===== src/rtl/rom_dl_arbiter.sv =====
// Shares the ROM/sideways single-port RAM between Electron core accesses and the HPS ioctl download stream.
// Latency: core access acks 2 edges after its grant edge (3 from request); download byte writes 1 edge after it reaches the FIFO head.
// Backpressure: ioctl_wait is asserted with one slot of FIFO headroom; strobes hitting a full FIFO are dropped and flagged.
module rom_dl_arbiter #(
  parameter int ADDR_W       = 17,
  parameter int MEM_BYTES    = 114688,
  parameter int DL_INDEX     = 0,
  parameter int DL_DEPTH     = 4,
  parameter int STARVE_LIMIT = 8
) (
  input  logic              clk_sys,
  input  logic              reset_n,
  input  logic              core_req,
  input  logic              core_we,
  input  logic [ADDR_W-1:0] core_addr,
  input  logic [7:0]        core_din,
  output logic [7:0]        core_dout,
  output logic              core_ack,
  input  logic              ioctl_download,
  input  logic [7:0]        ioctl_index,
  input  logic              ioctl_wr,
  input  logic [24:0]       ioctl_addr,
  input  logic [7:0]        ioctl_dout,
  output logic              ioctl_wait,
  output logic [ADDR_W-1:0] mem_addr,
  output logic [7:0]        mem_data,
  output logic              mem_wren,
  input  logic [7:0]        mem_q,
  output logic              dl_busy,
  output logic              dl_overflow
);

  localparam int PTR_W = $clog2(DL_DEPTH);
  localparam int CNT_W = $clog2(DL_DEPTH + 1);
  localparam int STV_W = $clog2(STARVE_LIMIT + 1);

  localparam logic [24:0]      MEM_LIM = 25'(MEM_BYTES);
  localparam logic [7:0]       DL_IDX  = 8'(DL_INDEX);
  localparam logic [CNT_W-1:0] DEPTH_C = CNT_W'(DL_DEPTH);
  localparam logic [CNT_W-1:0] WAIT_C  = CNT_W'(DL_DEPTH - 1);
  localparam logic [STV_W-1:0] STV_MAX = STV_W'(STARVE_LIMIT);

  typedef enum logic [1:0] {IDLE, CORE_A, CORE_D, DL_W} state_t;

  typedef struct packed {
    logic [ADDR_W-1:0] addr;
    logic [7:0]        dat;
  } dl_ent_t;

  typedef struct packed {
    logic              we;
    logic [ADDR_W-1:0] addr;
    logic [7:0]        din;
  } core_acc_t;

  state_t           state, state_nxt;
  logic             dl_grant, core_grant;

  dl_ent_t          fifo_mem [DL_DEPTH];
  logic [PTR_W-1:0] wr_ptr, rd_ptr;
  logic [CNT_W-1:0] count;
  logic             fifo_full, fifo_empty;
  logic             dl_hit, push, pop;

  logic             pend_vld;
  core_acc_t        pend, live, req_sel;
  logic             req_any;
  logic [STV_W-1:0] starve;
  logic             cur_we;
  logic             dl_prev;

  // A byte is captured only when it targets this memory and lies inside the valid range;
  // the range check uses the full ioctl address before it is truncated to ADDR_W bits.
  assign dl_hit     = ioctl_wr & ioctl_download & (ioctl_index == DL_IDX) & (ioctl_addr < MEM_LIM);
  assign fifo_full  = (count == DEPTH_C);
  assign fifo_empty = (count == '0);
  assign push       = dl_hit & ~fifo_full;
  assign pop        = dl_grant;

  // A pending request is older than a live one, so it is always serviced first.
  assign live    = {core_we, core_addr, core_din};
  assign req_any = pend_vld | core_req;
  assign req_sel = pend_vld ? pend : live;

  // State register.
  always_ff @(posedge clk_sys) begin
    if (!reset_n) state <= IDLE;
    else          state <= state_nxt;
  end

  // Next-state and grant decode; core has priority unless the download has been starved.
  always_comb begin
    state_nxt  = state;
    dl_grant   = 1'b0;
    core_grant = 1'b0;
    unique case (state)
      IDLE: begin
        if (!fifo_empty && (!req_any || starve == STV_MAX)) begin
          dl_grant  = 1'b1;
          state_nxt = DL_W;
        end else if (req_any) begin
          core_grant = 1'b1;
          state_nxt  = CORE_A;
        end
      end
      CORE_A:  state_nxt = CORE_D;
      CORE_D:  state_nxt = IDLE;
      DL_W:    state_nxt = IDLE;
      default: state_nxt = IDLE;
    endcase
  end

  // Download FIFO storage; pointers are reset separately so the payload needs no reset.
  always_ff @(posedge clk_sys) begin
    if (reset_n && push) fifo_mem[wr_ptr] <= {ioctl_addr[ADDR_W-1:0], ioctl_dout};
  end

  // FIFO pointers and occupancy; a simultaneous push and pop leaves the count alone.
  always_ff @(posedge clk_sys) begin
    if (!reset_n) begin
      wr_ptr <= '0;
      rd_ptr <= '0;
      count  <= '0;
    end else begin
      if (push) wr_ptr <= wr_ptr + PTR_W'(1);
      if (pop)  rd_ptr <= rd_ptr + PTR_W'(1);
      case ({push, pop})
        2'b10:   count <= count + CNT_W'(1);
        2'b01:   count <= count - CNT_W'(1);
        default: count <= count;
      endcase
    end
  end

  // One-deep pending slot for a core request that could not be granted immediately;
  // a further request arriving while it is occupied is a core protocol error and is dropped.
  always_ff @(posedge clk_sys) begin
    if (!reset_n) begin
      pend_vld <= 1'b0;
      pend     <= '0;
    end else if (pend_vld) begin
      if (core_grant) pend_vld <= 1'b0;
    end else if (core_req && !core_grant) begin
      pend_vld <= 1'b1;
      pend     <= live;
    end
  end

  // Starvation counter: counts core grants made while download bytes are waiting.
  always_ff @(posedge clk_sys) begin
    if (!reset_n)                      starve <= '0;
    else if (dl_grant || fifo_empty)   starve <= '0;
    else if (core_grant && starve != STV_MAX) starve <= starve + STV_W'(1);
  end

  // Memory port and core response; write enable is only ever high for the grant cycle.
  always_ff @(posedge clk_sys) begin
    if (!reset_n) begin
      mem_addr  <= '0;
      mem_data  <= '0;
      mem_wren  <= 1'b0;
      core_dout <= '0;
      core_ack  <= 1'b0;
      cur_we    <= 1'b0;
    end else begin
      mem_wren <= 1'b0;
      core_ack <= 1'b0;
      if (dl_grant) begin
        mem_addr <= fifo_mem[rd_ptr].addr;
        mem_data <= fifo_mem[rd_ptr].dat;
        mem_wren <= 1'b1;
      end else if (core_grant) begin
        mem_addr <= req_sel.addr;
        mem_data <= req_sel.din;
        mem_wren <= req_sel.we;
        cur_we   <= req_sel.we;
      end
      if (state == CORE_D) begin
        core_ack <= 1'b1;
        if (!cur_we) core_dout <= mem_q;
      end
    end
  end

  // Registered download status; overflow is sticky until the next download starts.
  always_ff @(posedge clk_sys) begin
    if (!reset_n) begin
      ioctl_wait  <= 1'b0;
      dl_busy     <= 1'b0;
      dl_overflow <= 1'b0;
      dl_prev     <= 1'b0;
    end else begin
      ioctl_wait <= (count >= WAIT_C);
      dl_busy    <= ioctl_download | (count != '0);
      dl_prev    <= ioctl_download;
      if (dl_hit && fifo_full)              dl_overflow <= 1'b1;
      else if (ioctl_download && !dl_prev)  dl_overflow <= 1'b0;
    end
  end

endmodule


===== config.mk =====
export PLATFORM = sky130hd
export DESIGN_NAME = rom_dl_arbiter
export DESIGN_NICKNAME = d
export VERILOG_FILES = /design/src/rtl/rom_dl_arbiter.sv
export SDC_FILE = /design/constraint.sdc
export NUM_CORES = 1
export LEC_CHECK = 0
export CAP_MARGIN = 20
export CORE_MARGIN = 2
export CORE_UTILIZATION = 26
export CTS_BUF_LIST = sky130_fd_sc_hd__clkbuf_16
export DETAILED_ROUTE_END_ITERATION = 8
export PLACE_DENSITY = 0.43
export SYNTH_ARGS = -nofsm -noshare
export SYNTH_HDL_FRONTEND = slang
export SYNTH_SLANG_ARGS = --single-unit

===== constraint.sdc =====
create_clock -name clk_sys -period 3.4 [get_ports clk_sys]
set_input_delay 1.02 -clock clk_sys [delete_from_list [all_inputs] [get_ports clk_sys]]
set_output_delay 1.02 -clock clk_sys [all_outputs]
set_load 0.05 [all_outputs]

==> impl_metrics.yaml, run 1 <==
critical_path:
  crit_arrival_ns: 3.41
  slowest_stage: "clkdlybuf4s50_1"
  cpPeakStageDelay_ns: 0.47
  cp-end-kind: "flop"
  crit_chain: "clkdlybuf4s50_1 -> nor4b_1 -> nand4_1 -> nor3_1 -> inv_1 -> ha_1 -> inv_1 -> fa_1 -> xor2_1 -> or3_1 -> a21oi_1"
  crit_top_cell: "inv_1"
  startpoint_type: "input port"
  crit_type: "in2reg"
  cp_data_required_time_ns: 3.75
  cp.depth: 11
  cp_max_fo: 2
  r2r_cells: 10
  crit_family: "simple AND/OR/NAND/NOR gates"
  worst-path-buf-inv: 3
run:
  timing.max_cap.violations: 0
synthesis:
  synth_commonest_cells: "102 x nand2_1, 100 x edfxtp_1, 82 x dfxtp_1"
  syn_nets: 623
  synth_edf_count: 100
  synth_top_area_share_pct: 40.8
  yosys-top-cells-area: "edfxtp_1 41%, dfxtp_1 22%, mux4_2 7.6%, nand2_1 5.2%, mux2i_1 4.9%"
  yosys.area.top_type: "edfxtp_1"
  synth_most_common_cell: "nand2_1"
  synth_ff_type: "edfxtp_1"
  yosys_warnings: 0
  yosysSeqAreaShare_pct: 63.1
  synth_cell_types: 49
  netlist_instances: 535
  ys_ff_latch: 182
  synthArstFlopShare_pct: 0
  avgSynthCellArea_um2: 13.8
  syn_area_mm2: 0.00736
pwr:
  power_density_mw_per_mm2: 509
  p_leak_nw: 3.28
  vdd_drop_max_mv: 0.296
  p_total_w: 0.00491
floorplanning:
  rows: 61
  fp.dieH_um: 172
  start_util_pct: 26.4
  io_pins: 118
  dieWidth_um: 172
  fp.coreArea_mm2: 0.0279
  die_area_mm2: 0.0297
min_path:
  worstHoldPathType: "reg2reg"
  whs_path_depth: 2
grt:
  overflow: 0
  grt_pass1_vias: 4820
  antenna_found_initial: 2
  grt_usage_pct: 12.2
  grt_max_degree: 63
  grt_pass1_wl_mm: 27.1
place:
  placed_cells: 1024
  port_buffers: 117
  post-dp-hpwl_mm: 11.7
  place_congestion: 0.714
  placed_area_mm2: 0.00906
  place_ws_ns: -0.104
timing:
  fin_crit_sh_pct: 90.1
  timing.slew.headroom_pct: 47.3
  rsz0062_at_grt: "false"
  slew_violations: 0
  tightest_slew_ns: 0.790
  hold_viol_final: 0
  setup_ws_ns: 0.338
  worst_clock_skew_ns: 0.0119
  fmax_mhz: 327
  period_needed_ns: 3.06
  setup-violations-final: 0
clock_network:
  tritoncts: "done"
  cts_root_buf: "clkbuf_16"
  cts_hold_buf: 0
  clk_latency_ns: 0.42
  clock_path_buffers: 2
  htree_num_levels: 4
  cts.sinks: 182
  postCtsSetupRepairBufs: 0
  path_clk_slew_ns: 0.07
  cts_resized: 0
  cts_buffers: 17
layout:
  final_cells: 1057
  syn_to_final_growth_pct: 31.1
  nets: 753
  fill_cells: 2701
  drive_gt1_share_pct: 16.2
  finish.utilization_pct: 34.7
  finish.instance_area_mm2: 0.00965
routing:
  dr.pass1.iters: 4
  drc: 0
  wl_met1_mm: 7.87
  viasPerCell: 4.33
  top_layer_used: "met5"
  detail-route-antenna-nets: 0
  met2_length_mm: 8.89
  wl_mm: 17.6
  vias: 4574
  wire_per_inst_um: 16.7
  wl_met3_um: 611
  drt_iter0_markers: 166
status:
  status: "completed"
==> layer usage <==
metal	track usage [%]	up-vias
li1	-	2223
met1	15.3	2257
met2	21.1	75
met3	2.56	17
met4	3.87	2
met5	0	-
==> cells by family (layout without fill, tap and decap cells) <==
kind of cell,Yosys count,in the layout,synth area share (%)
flip-flops,182,182,63.1
AND/OR/NAND/NOR,163,163,9.93
multiplexers,86,86,16.4
AO/OA/AOI/OAI,49,49,5.37
buffers and inverters,40,183,2.94
adder cells (fa/ha/maj),8,8,1.46
XOR/XNOR,7,7,0.833
other,0,1,0
==> sequential cells by signal, summed over array words and instances (netlist names), named ones only <==
register     flops
fifo_mem       100
pend            26
mem_addr        17
core_dout        8
mem_data         8
starve           4
count            3
rd_ptr           2
state            2
wr_ptr           2
core_ack         1
cur_we           1
dl_busy          1
dl_overflow      1
dl_prev          1
ioctl_wait       1
mem_wren         1
pend_vld         1
==> where the power goes <==
part           internal (W)  switching [W]
clock               0.00105       0.000918
sequential          0.00237      0.0000344
combinational      0.000234       0.000306
==> cell usage in the layout, fill, tap and decap left out, drive strengths merged, types with 7 or more instances in the layout <==
cell             n
clkdlybuf4s50  116
nand2          102
edfxtp         100
dfxtp           82
mux2i           36
mux4            25
nor2            25
mux2            25
a22oi           24
buf             24
inv             20
clkbuf          17
a21oi            9
ha               7
==> per-stage QoR <==
step / hold WS, ns / TNS, ns
global placement: 0.430 / -0.0522
CTS: 0.440 / 0
detailed placement: 0.429 / -0.129
finish: 0.435 / 0
floorplan: 0.431 / 0
global route: 0.456 / 0
==> layout make-up <==
class / instances / area, um2 / share of cell area, %
Antenna cell: 1 / 2.50 / 0.0259
Clock buffer: 17 / 425 / 4.41
Clock inverter: 15 / 163 / 1.69
Inverter: 11 / 41.3 / 0.428
Multi-Input combinational cell: 313 / 2500 / 25.9
Sequential cell: 182 / 4650 / 48.1
Tap cell: 378 / 473 / 4.90
Timing Repair Buffer: 140 / 1400 / 14.5
==> worst min-delay path: stages (launching register included) <==
cell and delay [ns]:
dfxtp_1 0.31, nand2_1 0.05, nand2_1 0.04
==> path summary, 6_finish.rpt <==
check                                                end  slack [ns]                     start
worst max register to register     count[2]$_SDFFE_PN0P_        0.74    starve[0]$_SDFFE_PP0P_
worst min register to register  mem_data[5]$_SDFFE_PN0P_        0.44  mem_data[5]$_SDFFE_PN0P_
worst max-delay path               count[2]$_SDFFE_PN0P_        0.34            ioctl_download
worst min-delay path            mem_data[5]$_SDFFE_PN0P_        0.44  mem_data[5]$_SDFFE_PN0P_
(Power assumes the default switching activity.)
==> inputs of run 2 (changes only) <==
--- a/config.mk
+++ b/config.mk
@@ -6,11 +6,14 @@
 export NUM_CORES = 1
 export LEC_CHECK = 0
 export CAP_MARGIN = 20
+export CELL_PAD_IN_SITES_DETAIL_PLACEMENT = 0
+export CELL_PAD_IN_SITES_GLOBAL_PLACEMENT = 1
 export CORE_MARGIN = 2
 export CORE_UTILIZATION = 26
 export CTS_BUF_LIST = sky130_fd_sc_hd__clkbuf_16
 export DETAILED_ROUTE_END_ITERATION = 8
-export PLACE_DENSITY = 0.43
+export PLACE_DENSITY = 0.5
+export SETUP_SLACK_MARGIN = 0.3
 export SYNTH_ARGS = -nofsm -noshare
 export SYNTH_HDL_FRONTEND = slang
 export SYNTH_SLANG_ARGS = --single-unit
==> impl_metrics.yaml, run 2 (synthesized netlist as in run 1, its figures left out) <==
routing:
  viasPerCell: 4.38
  wl_mm: 18.2
  drc: 0
  drt_iter0_markers: 214
  vias: 4627
  dr.pass1.iters: 4
  detail-route-antenna-nets: 0
  wire_per_inst_um: 17.2
layout:
  regMostFlops: "fifo_mem"
  biggestRegsByFlops: "fifo_mem (100), pend (26), mem_addr (17)"
  nets: 753
  final_common_cell: "clkdlybuf4s50_1"
  syn_to_final_growth_pct: 31.2
  finish.instance_area_mm2: 0.00965
  largest_register_ffs: 100
  drive_gt1_share_pct: 17.7
  final_cell_mix: "115 x clkdlybuf4s50_1, 102 x nand2_1, 100 x edfxtp_1"
  diodes: 0
timing:
  period_needed_ns: 2.96
  tightest_slew_ns: 0.938
  timing.slew.headroom_pct: 37.4
  hold_ws_ns: 0.438
  fmax_mhz: 338
  slew_violations: 0
  hold_viol_final: 0
  setup-violations-final: 0
  fin_crit_sh_pct: 87.1
  rsz0062_at_grt: "false"
  worst_clock_skew_ns: 0.0140
grt:
  grt_usage_pct: 12.8
  grt_max_degree: 63
  antenna_found_initial: 2
  grt_pass1_wl_mm: 27.8
  overflow: 0
  grt_pass1_vias: 4949
place:
  placed_area_mm2: 0.00907
  post-dp-hpwl_mm: 11.9
  port_buffers: 117
  place_congestion: 0.679
critical_path:
  crit_type: "in2reg"
  r2r_cells: 11
  slowest_stage: "clkdlybuf4s50_1"
  crit_arrival_ns: 3.33
  r2r_start: "starve[0]$_SDFFE_PP0P_"
  rrSetupSlack_ns: 0.82
  crit_chain: "clkdlybuf4s50_1 -> nor4_1 -> nand4_1 -> nor3_1 -> inv_1 -> ha_2 -> inv_1 -> fa_1 -> xor2_1 -> or3_1 -> a21oi_2"
  cpPeakStageDelay_ns: 0.40
  crit_top_cell: "inv_1"
  cp_max_fo: 2
  cp_data_required_time_ns: 3.76
  cp-end-kind: "flop"
  timing.rr.end: "count[2]$_SDFFE_PN0P_"
  startpoint_type: "input port"
min_path:
  min_to: "mem_data[2]$_SDFFE_PN0P_"
  whs_path_depth: 2
  worstHoldStart: "mem_data[2]$_SDFFE_PN0P_"
  worstHoldPathType: "reg2reg"
run:
  timing.max_cap.violations: 0
clock_network:
  htree_num_levels: 4
  clock_path_buffers: 2
  cts_root_buf: "clkbuf_16"
  clk_latency_ns: 0.43
  cts_buffers: 17
  path_clk_slew_ns: 0.08
  tritoncts: "done"
  cts.sinks: 182
pwr:
  power_frac_comb_pct: 11.2
  power_density_mw_per_mm2: 505
  switchingPower_w: 0.00124
  intPower_w: 0.00364
  vdd_drop_max_mv: 0.347
  seqPwrFrac_pct: 49.4
  power_frac_clock_pct: 39.4
  p_leak_nw: 3.29
  p_sw_share_pct: 25.4
floorplanning:
  rows: 61
  dieWidth_um: 172
  fp.coreArea_mm2: 0.0279
  start_util_pct: 26.4
  fp.dieH_um: 172
  io_pins: 118
  die_area_mm2: 0.0297
status:
  status: "completed"
## run 2: worst max path at each step
stage                    from                     to  slack, ns  cells past startpoint
4_1_cts              core_req  count[2]$_SDFFE_PN0P_       0.36                      9
5_1_grt        ioctl_addr[20]  count[2]$_SDFFE_PN0P_       0.31                     11
2_1_floorplan        core_req  count[2]$_SDFFE_PN0P_       0.34                      9
6_report       ioctl_addr[20]  count[2]$_SDFFE_PN0P_       0.44                     11
3_5_place_dp         core_req  count[2]$_SDFFE_PN0P_      -0.09                      9
3_3_place_gp         core_req  count[2]$_SDFFE_PN0P_      -0.01                      9
## run 2: what timing repair did
item / 4_1_cts / 5_1_grt
setup endpoints to repair: 0 / 2
hold buffers: 0 / 0
setup buffers: 0 / 0
resized for setup: 0 / 4
## run 2: worst max-delay path: cells and delay by family
kind,cells,cell delay (ns)
xor gates and xnor gates,1,0.08
AOI/OAI and AO/OA,1,0.14
buffers and inverters,3,0.55
adders and majority gates,2,0.37
and+or+nand+nor,4,1.15
## run 2: layout make-up
| cell class | instances | area [um2] |
|---|---|---|
| inverters | 11 | 41.3 |
| well taps | 378 | 473 |
| multi-input cells | 313 | 2520 |
| clock inverters | 15 | 143 |
| repair buffers | 140 | 1400 |
| clock buffers | 17 | 425 |
| flip-flops and latches | 182 | 4650 |
| fillers | 2705 | 18200 |
## run 2: per-stage QoR
stage | total power, W | instances | TNS (ns) | worst slack [ns] | util [%]
2_1_floorplan | 0.00276 | 535 | 0 | 0.343 | -
6_report | 0.00487 | 1056 | 0 | 0.439 | 34.7
4_1_cts | 0.00495 | 1056 | 0 | 0.355 | 34.6
3_3_place_gp | 0.00300 | 1024 | -0.0142 | -0.0142 | 32.6
3_5_place_dp | 0.00301 | 1024 | -0.0853 | -0.0853 | 32.6
5_1_grt | 0.00509 | 1056 | 0 | 0.307 | 34.7
## run 2: metal layers
| metal | wire (um) | track usage, % | share of wire, % |
|---|---|---|---|
| met4 | 493 | 5.44 | 2.7 |
| met1 | 8130 | 15.9 | 45 |
| met2 | 8650 | 21.2 | 48 |
| met3 | 849 | 3.30 | 4.7 |
| met5 | 27 | 0 | 0.15 |
## run 2: power by group through the flow
stage / registers (W) / clock network (W) / logic, W
finish: 0.00241 / 0.00192 / 0.000546
global route: 0.00241 / 0.00209 / 0.000586
CTS: 0.00241 / 0.00199 / 0.000553
detailed placement: 0.00246 / 0 / 0.000552
global placement: 0.00246 / 0 / 0.000546
floorplan: 0.00258 / 0 / 0.000183
==> inputs of run 3 (changes only) <==
--- a/config.mk
+++ b/config.mk
@@ -17,3 +17,4 @@
 export SYNTH_ARGS = -nofsm -noshare
 export SYNTH_HDL_FRONTEND = slang
 export SYNTH_SLANG_ARGS = --single-unit
+export TNS_END_PERCENT = 1
==> results of run 3 <==
Final layout, timing and power as in run 2 (identical DEF).
